[config.mk]
export PLATFORM = sky130hd
export DESIGN_NAME = spi_mem_arbiter
export DESIGN_NICKNAME = d
export VERILOG_FILES = /design/src/rtl/spi_mem_pkg.sv /design/src/rtl/spi_mem_arbiter.sv
export SDC_FILE = /design/constraint.sdc
export NUM_CORES = 1
export LEC_CHECK = 0
export ABC_AREA = 0
export CAP_MARGIN = 25
export CORE_UTILIZATION = 50
export CTS_CLUSTER_SIZE = 30
export DETAILED_ROUTE_END_ITERATION = 8
export GPL_TIMING_DRIVEN = 0
export HOLD_SLACK_MARGIN = 0.15
export PLACE_DENSITY = 0.81
export SYNTH_ARGS = -nofsm -noshare
export SYNTH_HDL_FRONTEND = slang
export SYNTH_SLANG_ARGS = --single-unit
export TNS_END_PERCENT = 1
[constraint.sdc]
create_clock -name clk -period 2.9 [get_ports clk]
set_input_delay 0.29 -clock clk [delete_from_list [all_inputs] [get_ports clk]]
set_output_delay 0.29 -clock clk [all_outputs]
set_load 0.1 [all_outputs]
[src/rtl/spi_mem_pkg.sv]
// Shared definitions for the SPI memory controller and its arbiter:
// arbiter state encoding, SPI command bytes and transfer lengths.
package spi_mem_pkg;

  typedef enum logic [1:0] {
    ST_IDLE,
    ST_D_WAIT,
    ST_F_STREAM,
    ST_GAP
  } arb_state_t;

  localparam logic [7:0] CMD_READ  = 8'h03;
  localparam logic [7:0] CMD_WRITE = 8'h02;

  localparam logic [5:0] LEN_B = 6'd8;
  localparam logic [5:0] LEN_H = 6'd16;
  localparam logic [5:0] LEN_W = 6'd32;

  // RISC-V style length decode on the first halfword of a raw serial word
  function automatic logic is_compressed(input logic [31:0] w);
    return w[25:24] != 2'b11;
  endfunction

endpackage

[src/rtl/spi_mem_arbiter.sv]
// Shares one spi_mem between instruction fetch (streamed, one-word prefetch
// buffer) and data load/store (single transactions with a chip-select gap).
module spi_mem_arbiter
  import spi_mem_pkg::*;
#(
  parameter int unsigned CS_GAP      = 2,
  parameter bit          FETCH_FLASH = 1'b1
) (
  input  logic        clk,
  input  logic        rst,
  input  logic        if_req,
  input  logic [23:0] if_addr,
  output logic        if_ack,
  output logic [31:0] if_rdata,
  input  logic        d_req,
  input  logic        d_we,
  input  logic        d_flash,
  input  logic [23:0] d_addr,
  input  logic [5:0]  d_len,
  input  logic [31:0] d_wdata,
  output logic        d_ack,
  output logic [31:0] d_rdata,
  output logic        mem_start,
  output logic        mem_stop,
  output logic        mem_we,
  output logic        mem_is_instr,
  output logic        mem_use_flash,
  output logic [23:0] mem_addr,
  output logic [5:0]  mem_len,
  output logic [31:0] mem_wdata,
  input  logic [31:0] mem_rdata,
  input  logic        mem_done
);

  localparam int unsigned GW = (CS_GAP < 2) ? 1 : $clog2(CS_GAP + 1);
  localparam logic [GW-1:0] GAP_LOAD = GW'(CS_GAP);

  arb_state_t    state, state_n;
  logic [GW-1:0] gap_cnt, gap_n;
  logic [23:0]   exp_addr, exp_addr_n;
  logic          buf_valid, buf_valid_n;
  logic [23:0]   buf_addr, buf_addr_n;
  logic [31:0]   buf_data, buf_data_n;
  logic          stop_pend;

  logic        if_ack_n, d_ack_n, mem_start_n, mem_stop_n;
  logic        mem_we_n, mem_is_instr_n, mem_use_flash_n;
  logic [31:0] if_rdata_n, d_rdata_n, mem_wdata_n;
  logic [23:0] mem_addr_n;
  logic [5:0]  mem_len_n;

  logic        if_req_v, d_req_v, buf_hit;
  logic [23:0] next_addr;

  // A request is ignored in the cycle its ack is visible; the requester drops it then.
  assign if_req_v  = if_req && !if_ack;
  assign d_req_v   = d_req && !d_ack;
  assign buf_hit   = buf_valid && (if_addr == buf_addr);
  assign next_addr = exp_addr + (is_compressed(mem_rdata) ? 24'd2 : 24'd4);

  always_comb begin
    state_n         = state;
    gap_n           = (gap_cnt != '0) ? gap_cnt - 1'b1 : '0;
    exp_addr_n      = exp_addr;
    buf_valid_n     = buf_valid;
    buf_addr_n      = buf_addr;
    buf_data_n      = buf_data;
    if_ack_n        = 1'b0;
    d_ack_n         = 1'b0;
    mem_start_n     = 1'b0;
    mem_stop_n      = 1'b0;
    if_rdata_n      = if_rdata;
    d_rdata_n       = d_rdata;
    mem_we_n        = mem_we;
    mem_is_instr_n  = mem_is_instr;
    mem_use_flash_n = mem_use_flash;
    mem_addr_n      = mem_addr;
    mem_len_n       = mem_len;
    mem_wdata_n     = mem_wdata;

    if (stop_pend) begin
      mem_stop_n = 1'b1;
      gap_n      = GAP_LOAD;
      state_n    = ST_GAP;
    end else begin
      unique case (state)
        ST_IDLE: begin
          if (d_req_v) begin
            if (gap_cnt == '0) begin
              mem_start_n     = 1'b1;
              mem_addr_n      = d_addr;
              mem_len_n       = d_len;
              mem_we_n        = d_we;
              mem_is_instr_n  = 1'b0;
              mem_use_flash_n = d_flash;
              mem_wdata_n     = d_wdata;
              if (d_we || d_flash) buf_valid_n = 1'b0;
              state_n         = ST_D_WAIT;
            end
          end else if (if_req_v) begin
            if (buf_hit) begin
              if_ack_n    = 1'b1;
              if_rdata_n  = buf_data;
              buf_valid_n = 1'b0;
            end else if (gap_cnt == '0) begin
              mem_start_n     = 1'b1;
              mem_addr_n      = if_addr;
              mem_len_n       = LEN_W;
              mem_we_n        = 1'b0;
              mem_is_instr_n  = 1'b1;
              mem_use_flash_n = FETCH_FLASH;
              mem_wdata_n     = '0;
              exp_addr_n      = if_addr;
              buf_valid_n     = 1'b0;
              state_n         = ST_F_STREAM;
            end
          end
        end

        ST_D_WAIT: begin
          if (mem_done) begin
            d_ack_n   = 1'b1;
            d_rdata_n = mem_we ? '0 : mem_rdata;
            gap_n     = GAP_LOAD;
            state_n   = ST_IDLE;
          end
        end

        ST_F_STREAM: begin
          if (mem_done) begin
            exp_addr_n = next_addr;
            if (if_req_v && (if_addr == exp_addr)) begin
              if_ack_n   = 1'b1;
              if_rdata_n = mem_rdata;
            end else if (if_req_v && buf_hit) begin
              if_ack_n   = 1'b1;
              if_rdata_n = buf_data;
              buf_addr_n = exp_addr;
              buf_data_n = mem_rdata;
            end else if (!buf_valid) begin
              buf_valid_n = 1'b1;
              buf_addr_n  = exp_addr;
              buf_data_n  = mem_rdata;
            end else begin
              // Overflow: the new word is dropped, the older buffered word stays usable
              mem_stop_n = 1'b1;
              gap_n      = GAP_LOAD;
              state_n    = ST_GAP;
            end
          end else if (if_req_v && buf_hit) begin
            if_ack_n    = 1'b1;
            if_rdata_n  = buf_data;
            buf_valid_n = 1'b0;
          end else if (if_req_v && (if_addr == exp_addr)) begin
            state_n = ST_F_STREAM;
          end else if (if_req_v || d_req_v) begin
            mem_stop_n = 1'b1;
            gap_n      = GAP_LOAD;
            state_n    = ST_GAP;
            if (if_req_v) buf_valid_n = 1'b0;
          end
        end

        ST_GAP: begin
          if (gap_cnt == '0) state_n = ST_IDLE;
        end

        default: state_n = ST_IDLE;
      endcase
    end
  end

  always_ff @(posedge clk) begin
    if (rst) begin
      // Remember an open transaction across reset so spi_mem gets closed afterwards
      stop_pend     <= stop_pend || (state == ST_D_WAIT) || (state == ST_F_STREAM);
      state         <= ST_IDLE;
      gap_cnt       <= '0;
      exp_addr      <= '0;
      buf_valid     <= 1'b0;
      buf_addr      <= '0;
      buf_data      <= '0;
      if_ack        <= 1'b0;
      d_ack         <= 1'b0;
      mem_start     <= 1'b0;
      mem_stop      <= 1'b0;
      if_rdata      <= '0;
      d_rdata       <= '0;
      mem_we        <= 1'b0;
      mem_is_instr  <= 1'b0;
      mem_use_flash <= 1'b0;
      mem_addr      <= '0;
      mem_len       <= '0;
      mem_wdata     <= '0;
    end else begin
      stop_pend     <= 1'b0;
      state         <= state_n;
      gap_cnt       <= gap_n;
      exp_addr      <= exp_addr_n;
      buf_valid     <= buf_valid_n;
      buf_addr      <= buf_addr_n;
      buf_data      <= buf_data_n;
      if_ack        <= if_ack_n;
      d_ack         <= d_ack_n;
      mem_start     <= mem_start_n;
      mem_stop      <= mem_stop_n;
      if_rdata      <= if_rdata_n;
      d_rdata       <= d_rdata_n;
      mem_we        <= mem_we_n;
      mem_is_instr  <= mem_is_instr_n;
      mem_use_flash <= mem_use_flash_n;
      mem_addr      <= mem_addr_n;
      mem_len       <= mem_len_n;
      mem_wdata     <= mem_wdata_n;
    end
  end

endmodule
Word-level counts from Yosys, hierarchy flattened
Cells that the tools add are included.
W data, S select, Z words.
{ "totals": {"elab_cells": 188, "regBits": 219, "in_bits": 125, "out_inout_bits": 133} }
{ "classes": {"bitwise_logic": 4, "reduce_logical": 26, "mux": 103, "n_eq_ne": 33, "addsub": 2} }
{ "op_table": {"columns": ["cell", "n"], "rows": [
  ["$mux W32", 14],
  ["$mux W24", 9],
  ["$pmux W32 S2", 1],
  ["$mux W2", 25],
  ["$eq A24 B24 Y1", 2],
  ["$pmux W24 S2", 1],
  ["$mux W1", 43],
  ["$ne A4 B4 Y1 const B", 8],
  ["$mux W6", 5],
  ["$ne A3 B3 Y1 const B", 10],
  ["$add A24 B3 Y24", 1],
  ["$ne A2 B2 Y1 const B", 8],
  ["$reduce_and A5 Y1", 3],
  ["$reduce_and A11 Y1", 1],
  ["$reduce_and A10 Y1", 1],
  ["$pmux W2 S4", 1],
  ["$reduce_and A7 Y1", 1],
  ["$reduce_bool A2 Y1", 3],
  ["$reduce_or A3 Y1", 2],
  ["$logic_and A1 B1 Y1", 5],
  ["$ne A5 B5 Y1 const B", 1],
  ["$eq A2 B2 Y1 const B", 2],
  ["$logic_not A2 Y1", 2],
  ["$logic_or A1 B1 Y1", 4],
  ["other kinds (10)", 15]
]} }

Longest topological paths before layout
Gate-level depths: netlist (run 1).
{ "depth": {"depth_word": 9, "mapped_depth": 11, "depth_no_buf": 11} }

Least setup slack after synthesis (run 1)
OpenSTA, ideal clock, no wires.
{ "synth_path": {"path_kind": "reg2reg", "start": "register d_ack", "end": "register exp_addr[22]", "n_path_buf": 1, "t_arrival_ps": 2639, "setup_ps": 86, "path_stages_with_launch": 9, "setup_slack_ps": 175, "cell_sequence": "dfxtp_1 -> nor2b_1 -> nor2_1 -> nand2_1 -> a31o_2 -> a211oi_1 -> clkbuf_1 -> a21oi_1 -> a211oi_1"} }
{ "synth_via": {"elab_chain_cells": 4} }
{ "synth_rtl": {"columns": ["item", "line", "rtl"], "rows": [
  ["start: declaration", "spi_mem_arbiter.sv:21", "output logic d_ack,"],
  ["start signal: assignment", "spi_mem_arbiter.sv:204", "d_ack <= d_ack_n;"],
  ["$logic_not A1 Y1", "spi_mem_arbiter.sv:57", "assign d_req_v = d_req && !d_ack;"],
  ["$logic_and A1 B1 Y1", "spi_mem_arbiter.sv:57", null],
  ["$ne A2 B2 Y1 (no source line)", null, null],
  ["$reduce_and A7 Y1 (no source line)", null, null],
  ["end signal: assignment", "spi_mem_arbiter.sv:199", "exp_addr <= exp_addr_n;"],
  ["end: declaration", "spi_mem_arbiter.sv:40", "logic [23:0] exp_addr, exp_addr_n;"]
]} }
Every way passes these cells.
A chain may end at the register's enable or synchronous reset.

Final worst setup path (run 1)
{ "layout_path": {"start": "input if_addr[12]", "end": "register exp_addr[19]"} }
{ "layout_via": {"elab_chain_cells": 4} }
{ "layout_rtl": {"columns": ["item", "line", "rtl"], "rows": [
  ["start: declaration", "spi_mem_arbiter.sv:12", "input logic [23:0] if_addr,"],
  ["$eq A24 B24 Y1", "spi_mem_arbiter.sv:58", "assign buf_hit = buf_valid && (if_addr == buf_addr);"],
  ["$logic_and A1 B1 Y1", "spi_mem_arbiter.sv:58", null],
  ["$ne A2 B2 Y1 (no source line)", null, null],
  ["$reduce_and A7 Y1 (no source line)", null, null]
]} }
Every way passes these cells.

==> results of run 1 <==
-- layer usage --
metal  GRT usage  share of wire  vias up
li1            -              -     4740
met1       0.377           0.40     4739
met2       0.509           0.45      581
met3      0.0783           0.11       95
met4       0.117          0.033        0
met5           0              0        -
-- path summary, 6_finish.rpt --
check | end | cells after the start
worst max-delay path | exp_addr[19] | 9
worst min register to register | d_rdata[14] | 1
worst min-delay path | d_rdata[24] | 2
worst max register to register | if_rdata[9] | 9
-- state kept, by name (all words and copies together) (netlist names) --
register,cells
stop_pend,1
if_rdata,32
mem_addr,24
buf_addr,24
mem_stop,1
mem_len,6
mem_start,1
exp_addr,24
d_ack,1
gap_cnt,2
if_ack,1
mem_use_flash,1
state,2
d_rdata,32
mem_wdata,32
buf_data,32
mem_is_instr,1
mem_we,1
buf_valid,1
-- final cells by class --
type                    instances  area, sq um  share of cell area
plain buffers                  94          415              0.0295
clock buffers                  34          729              0.0518
clock inverters                10          131             0.00933
inverters                      47          176              0.0125
multi-input cells             800         5330               0.379
flip-flops and latches        219         4380               0.311
well taps                     265          332              0.0236
repair buffers                257         2570               0.183
-- repair_timing --
action,4_1_cts,5_1_grt
setup endpoints to repair,36,151
pin swaps,0,5
resized for setup,14,17
buffers inserted,0,1
-- synthesized netlist by cell type, types with 2 or more instances --
| cell | n | area [sq um] |
|---|---|---|
| sky130_fd_sc_hd__nor2_1 | 158 | 593 |
| sky130_fd_sc_hd__o31ai_1 | 3 | 22.5 |
| sky130_fd_sc_hd__a21oi_1 | 29 | 145 |
| sky130_fd_sc_hd__buf_2 | 11 | 55.1 |
| sky130_fd_sc_hd__a211oi_1 | 11 | 82.6 |
| sky130_fd_sc_hd__mux2i_1 | 98 | 981 |
| sky130_fd_sc_hd__a221oi_1 | 2 | 17.5 |
| sky130_fd_sc_hd__xor2_1 | 4 | 35.0 |
| sky130_fd_sc_hd__o41ai_1 | 2 | 17.5 |
| sky130_fd_sc_hd__ha_1 | 6 | 75.1 |
| sky130_fd_sc_hd__and3_1 | 6 | 37.5 |
| sky130_fd_sc_hd__a21o_1 | 6 | 45.0 |
| sky130_fd_sc_hd__o32ai_1 | 6 | 52.6 |
| sky130_fd_sc_hd__a31o_2 | 2 | 17.5 |
| sky130_fd_sc_hd__nand4_1 | 17 | 106 |
| sky130_fd_sc_hd__o221ai_1 | 64 | 561 |
| sky130_fd_sc_hd__a21boi_0 | 2 | 15.0 |
| sky130_fd_sc_hd__o22ai_1 | 35 | 219 |
| sky130_fd_sc_hd__nor3_1 | 13 | 65.1 |
| sky130_fd_sc_hd__o211ai_1 | 3 | 22.5 |
| sky130_fd_sc_hd__nand2_1 | 115 | 432 |
| sky130_fd_sc_hd__nand3_1 | 9 | 45.0 |
| sky130_fd_sc_hd__buf_6 | 5 | 56.3 |
| sky130_fd_sc_hd__and2_1 | 43 | 269 |
| sky130_fd_sc_hd__o21ai_0 | 15 | 75.1 |
| sky130_fd_sc_hd__nor4_1 | 5 | 31.3 |
| sky130_fd_sc_hd__xnor2_1 | 44 | 385 |
| sky130_fd_sc_hd__a32oi_1 | 6 | 52.6 |
| sky130_fd_sc_hd__nor2b_1 | 5 | 31.3 |
| sky130_fd_sc_hd__a22o_1 | 33 | 289 |
| sky130_fd_sc_hd__or2_2 | 2 | 12.5 |
| sky130_fd_sc_hd__nand2b_1 | 2 | 12.5 |
| sky130_fd_sc_hd__inv_1 | 47 | 176 |
| sky130_fd_sc_hd__a31oi_1 | 7 | 43.8 |
| sky130_fd_sc_hd__clkbuf_1 | 77 | 289 |
| sky130_fd_sc_hd__dfxtp_1 | 219 | 4380 |
| sky130_fd_sc_hd__a311oi_1 | 24 | 210 |
-- where the power goes --
part,internal [uW],switching (uW),total [uW]
combinational,1930,4720,6650
sequential,3570,424,3990
clock,2020,1260,3280
-- cell families (layout without fill, tap and decap cells) --
family,count (synthesis),in the layout
adders and majority gates,7,7
muxes,98,98
buffers and inverters,141,442
and+or+nand+nor,384,384
DFF,219,219
AOI/OAI and AO/OA,263,263
xor gates and xnor gates,48,48
-- stage by stage --
stage          utilization  total power [uW]  instances  setup TNS [ns]  worst slack (ns)
2_1_floorplan            -              8820       1160               0             0.175
3_3_place_gp         0.664             10400       1681          -70.00            -0.765
3_5_place_dp         0.664             10500       1681          -71.23            -0.805
4_1_cts              0.710             13800       1725        -0.00716          -0.00716
5_1_grt              0.714             14400       1726          -0.815           -0.0764
6_report             0.714             13900       1726         -0.0161           -0.0161
==> flow_metrics.env, run 1 <==
export IMPL_port_buffers=256
export IMPL_p_per_area_nw_per_um2=989
export IMPL_irDropWorstVdd_uv=773
export IMPL_synth_seq_cells=219
export IMPL_timing_critical_path_buf_inv=2
export IMPL_min_period_ns=2.92
export IMPL_critical_path_startpoint="if_addr[12]"
export IMPL_via_count=10200
export IMPL_synthMuxAreaShare=0.0962
export IMPL_clock_latency_ns=0.52
export IMPL_crit_path_max_fanout=10
export IMPL_boundaryPins=258
export IMPL_detail_route_vias_per_cell=5.88
export IMPL_wl_per_cell_um=19.0
export IMPL_synth_compound_area_share=0.198
export IMPL_cts_hold_repair_buffers=0
export IMPL_yosys_area_share_xor_xnor=0.0412
export IMPL_max_slew_margin_rel=0.289
export IMPL_placed_inst_area_sq_um=13100
export IMPL_drtPass1Iterations=5
export IMPL_n_antenna_cell=0
export IMPL_postSynthAreaPerCell_sq_um=8.79
export IMPL_synth_warnings=0
export IMPL_dp_hpwl_mm=23.6
export IMPL_cts_reportedPaths_clkPinSlew_ns=0.06
export IMPL_worst_clock_skew_ns=0.0211
export IMPL_grt_remaining_overflow=0
export IMPL_grt_total_usage=0.305
export IMPL_synth_adder_area_share=0.00933
export IMPL_synth_yosys_seq_area_share=0.430
export IMPL_tritoncts_num_buffers=24
export IMPL_layout_worst_path_cycle_share=1.01
export IMPL_netlist_area_sq_um=10200
export IMPL_initial_core_util=0.517
export IMPL_worst_slew_pin_transition_ns=1.06
export IMPL_placementRows=51
export IMPL_timing_critical_path_from_type="input port"
export IMPL_syn2layout_area_growth_pct=38.1
export IMPL_initial_antenna_violation_count=0
export IMPL_critical_path_endpoint_type="flop"
export IMPL_grt_start_max_net_pins=14
export IMPL_wire_length_of_the_first_global_routing_pass_mm=50.0
export IMPL_die_area_sq_um=21000
export IMPL_cpMaxStageDelayCell="sky130_fd_sc_hd__clkdlybuf4s50_1"
export IMPL_fillers=1494
export IMPL_worst_ep_required_time_ns=3.34
export IMPL_critical_path_max_stage_delay_ns=0.56
export IMPL_maxClockFrequency_mhz=343
export IMPL_maxSlewViolCount=0
export IMPL_stdcell_area_sq_um=14100
export IMPL_post_synth_inst_count=1160
export IMPL_clkSinkCount=219
export IMPL_criticalPathCategory="in2reg"
export IMPL_synth_async_sr_flop_share=0
export IMPL_cap_violations=0
export IMPL_drc_marker_count_from_the_first_detailed_route_iteration=859
export IMPL_worst_endpoint_arrival_ns=3.36
export IMPL_cts_htree_levels=1
export IMPL_synth_edff_count=0
export IMPL_worst_hold_startpoint="mem_rdata[24]"
export IMPL_synth_top_family_by_area="compound AO/OA/AOI/OAI gates"
export IMPL_violations="negative setup slack"
export IMPL_critPathTopFamily="buffers and inverters"
export IMPL_fin_ws_ns=-0.0161
export IMPL_hold_viol_final=0
export IMPL_hold_class="in2reg"
export IMPL_die_h_um=145
export IMPL_finalWeightedCongestion=0.945
export IMPL_critical_path_reg2reg_startpoint="exp_addr[6]"
export IMPL_ant_nets=0
export IMPL_layout_drive_gt1_share=0.0616
export IMPL_layout_commonest_cell="sky130_fd_sc_hd__clkdlybuf4s50_1"
export IMPL_clk_path_buf_depth=3
export IMPL_fin_nets=1575
export IMPL_timing_final_setup_violations=1
export IMPL_clock_root_buffer="sky130_fd_sc_hd__clkbuf_16"
export IMPL_rsz0062_at_grt="yes"
export IMPL_ys_dominant_reg_cell="sky130_fd_sc_hd__dfxtp_1"
export IMPL_tritoncts="done"
export IMPL_first_global_vias=9555
export IMPL_timing_reg2reg_setup_slack_ns=0.04
export IMPL_synth_net_count=1292
export IMPL_wl_mm=32.8
export IMPL_mostFrequentLayoutCells="sky130_fd_sc_hd__clkdlybuf4s50_1 (254), sky130_fd_sc_hd__dfxtp_1 (219), sky130_fd_sc_hd__nor2_1 (158)"
export IMPL_synth_distinct_cells=61
export IMPL_floorplan_die_width_um=145
export IMPL_simple_gate_share_of_the_synthesized_area=0.169
export IMPL_placeableCoreArea_sq_um=19700
export IMPL_fin_worst_hold_slack_ns=0.190
export IMPL_drcViolationCount=0
export IMPL_cp_cell_sequence="clkdlybuf4s50_1 > xnor2_1 > nand4_1 > nor4_4 > a31o_2 > a211o_1 > clkbuf_1 > o21ai_0 > a21oi_1"
export IMPL_power_leakage_uw=0.00537
export IMPL_run_status="complete, but fails checks"
No activity file was read; power rests on OpenSTA's default activity.
==> inputs of run 2 (changes only) <==
CORE_MARGIN = 2   (was not set)
==> flow_metrics.env, run 2 (same netlist as run 1, synthesis figures left out) <==
export IMPL_cap_violations=0
export IMPL_port_buffers=256
export IMPL_dp_hpwl_mm=23.7
export IMPL_clock_latency_ns=0.52
export IMPL_layout_commonest_cell="sky130_fd_sc_hd__clkdlybuf4s50_1"
export IMPL_fin_util=0.700
export IMPL_switching_share=0.460
export IMPL_fillers=1596
export IMPL_max_slew_margin_rel=0.293
export IMPL_clockPowerShare=0.231
export IMPL_detail_route_vias_per_cell=5.77
export IMPL_critical_path_endpoint_type="flop"
export IMPL_fin_ws_ns=0.0685
export IMPL_boundaryPins=258
export IMPL_placementRows=52
export IMPL_cts_reportedPaths_clkPinSlew_ns=0.06
export IMPL_clock_root_buffer="sky130_fd_sc_hd__clkbuf_16"
export IMPL_cts_hold_repair_buffers=0
export IMPL_maxSlewViolCount=0
export IMPL_grt_remaining_overflow=0
export IMPL_p_per_area_nw_per_um2=984
export IMPL_clk_path_buf_depth=3
export IMPL_initial_antenna_violation_count=0
export IMPL_min_period_ns=2.83
export IMPL_crit_path_max_fanout=5
export IMPL_worst_endpoint_arrival_ns=3.19
export IMPL_multi_input_comb_area_sq_um=5320
export IMPL_wire_length_of_the_first_global_routing_pass_mm=50.6
export IMPL_rsz0062_at_grt="yes"
export IMPL_drtPass1Iterations=7
export IMPL_tritoncts="done"
export IMPL_first_global_vias=9522
export IMPL_syn2layout_area_growth_pct=37.9
export IMPL_dp_slack_ns=-0.861
export IMPL_power_leakage_uw=0.00536
export IMPL_timing_reg2reg_setup_slack_ns=0.10
export IMPL_die_area_sq_um=21500
export IMPL_power_share_sequential=0.288
export IMPL_criticalPathCategory="in2reg"
export IMPL_timing_final_setup_violations=0
export IMPL_tritoncts_num_buffers=24
export IMPL_initial_core_util=0.507
export IMPL_worst_clock_skew_ns=0.0174
export IMPL_hold_class="in2reg"
export IMPL_layout_worst_path_cycle_share=0.976
export IMPL_p_comb_frac=0.480
export IMPL_irDropWorstVdd_uv=842
export IMPL_fin_nets=1577
export IMPL_drc_marker_count_from_the_first_detailed_route_iteration=798
export IMPL_timing_critical_path_from_type="input port"
export IMPL_hold_viol_final=0
export IMPL_layout_drive_gt1_share=0.0629
export IMPL_cts_htree_levels=1
export IMPL_worst_ep_required_time_ns=3.26
export IMPL_wl_per_cell_um=18.8
export IMPL_run_status="finished, final reports clean"
export IMPL_ant_nets=0
export IMPL_worst_slew_pin_transition_ns=1.06
export IMPL_via_count=10000
export IMPL_cell_internal_pwr_uw=7480
export IMPL_placed_inst_area_sq_um=13100
export IMPL_stdcell_area_sq_um=14100
export IMPL_die_h_um=147
export IMPL_floorplan_die_width_um=147
export IMPL_wl_mm=32.6
export IMPL_total_switching_power_uw=6360
export IMPL_drcViolationCount=0
export IMPL_mostFrequentLayoutCells="sky130_fd_sc_hd__clkdlybuf4s50_1 (255), sky130_fd_sc_hd__dfxtp_1 (219), sky130_fd_sc_hd__nor2_1 (158)"
export IMPL_placeableCoreArea_sq_um=20100
export IMPL_finalWeightedCongestion=0.922
export IMPL_n_antenna_cell=0
export IMPL_grt_start_max_net_pins=14
export IMPL_final_seq_area_sq_um=4380
export IMPL_maxClockFrequency_mhz=353
export IMPL_clkSinkCount=219
export IMPL_grt_total_usage=0.289
-- run 2: changes by cell type in the layout (fill, tap and decap cells not counted), moves of 2 or more --
cell	delta
sky130_fd_sc_hd__buf_4	+2
sky130_fd_sc_hd__clkbuf_1	-3
sky130_fd_sc_hd__clkbuf_2	+7
sky130_fd_sc_hd__clkbuf_8	-2
sky130_fd_sc_hd__clkinv_2	-3
-- run 2: final timing paths --
kind / from / to / cells past startpoint
worst max register to register: buf_addr[8] / exp_addr[19] / 8
worst min register to register: d_rdata[14] / d_rdata[14] / 1
worst max-delay path: mem_rdata[24] / exp_addr[21] / 13
worst min-delay path: mem_rdata[25] / d_rdata[25] / 2
-- run 2: per-layer routing --
metal	GRT usage	vias up	routed length, um
met3	0.0745	58	3460
met2	0.487	498	15200
li1	-	4729	-
met1	0.362	4716	13200
met5	0	-	0
met4	0.0937	0	816
-- run 2: power groups by stage --
| stage | Sequential, uW | Clock (uW) | Combinational [uW] |
|---|---|---|---|
| 2_1_floorplan | 6350 | 0 | 2480 |
| 3_3_place_gp | 4020 | 0 | 6440 |
| 3_5_place_dp | 4030 | 0 | 6500 |
| 4_1_cts | 3980 | 3230 | 6550 |
| 5_1_grt | 4060 | 3340 | 6970 |
| 6_report | 3990 | 3200 | 6640 |
-- run 2: timing repair --
item	4_1_cts	5_1_grt
gates resized for setup	8	41
buffers inserted	1	2
endpoints found under the setup margin	35	107
pin swaps	2	3
endpoints found under the hold margin	0	0
-- run 2: final cells by class --
type	count	area share
Clock buffer	37	0.0512
Sequential cell	219	0.312
Timing Repair Buffer	259	0.184
Inverter	47	0.0125
Tap cell	270	0.0240
Clock inverter	6	0.00774
Multi-Input combinational cell	800	0.379
Buffer	94	0.0302
-- run 2: critical path, cell delays in order --
cell and delay, ns:
sky130_fd_sc_hd__clkdlybuf4s50_1 0.52, sky130_fd_sc_hd__nand2_2 0.17, sky130_fd_sc_hd__ha_1 0.18, sky130_fd_sc_hd__inv_1 0.05, sky130_fd_sc_hd__fa_1 0.41, sky130_fd_sc_hd__and3b_1 0.30
sky130_fd_sc_hd__and4_2 0.32, sky130_fd_sc_hd__nand4_1 0.19, sky130_fd_sc_hd__nor3_4 0.29, sky130_fd_sc_hd__buf_4 0.17, sky130_fd_sc_hd__a31oi_1 0.08, sky130_fd_sc_hd__mux2i_1 0.17
sky130_fd_sc_hd__a211oi_1 0.06
-- run 2: per-stage QoR --
step | std cells | hold slack [ns] | total power [uW] | setup TNS, ns
floorplan | 1160 | 0.416 | 8820 | 0
global placement | 1686 | 0.461 | 10500 | -61.67
detailed placement | 1686 | 0.466 | 10500 | -62.47
CTS | 1730 | 0.335 | 13800 | 0
global route | 1732 | 0.238 | 14400 | -1.25
finish | 1732 | 0.217 | 13800 | 0
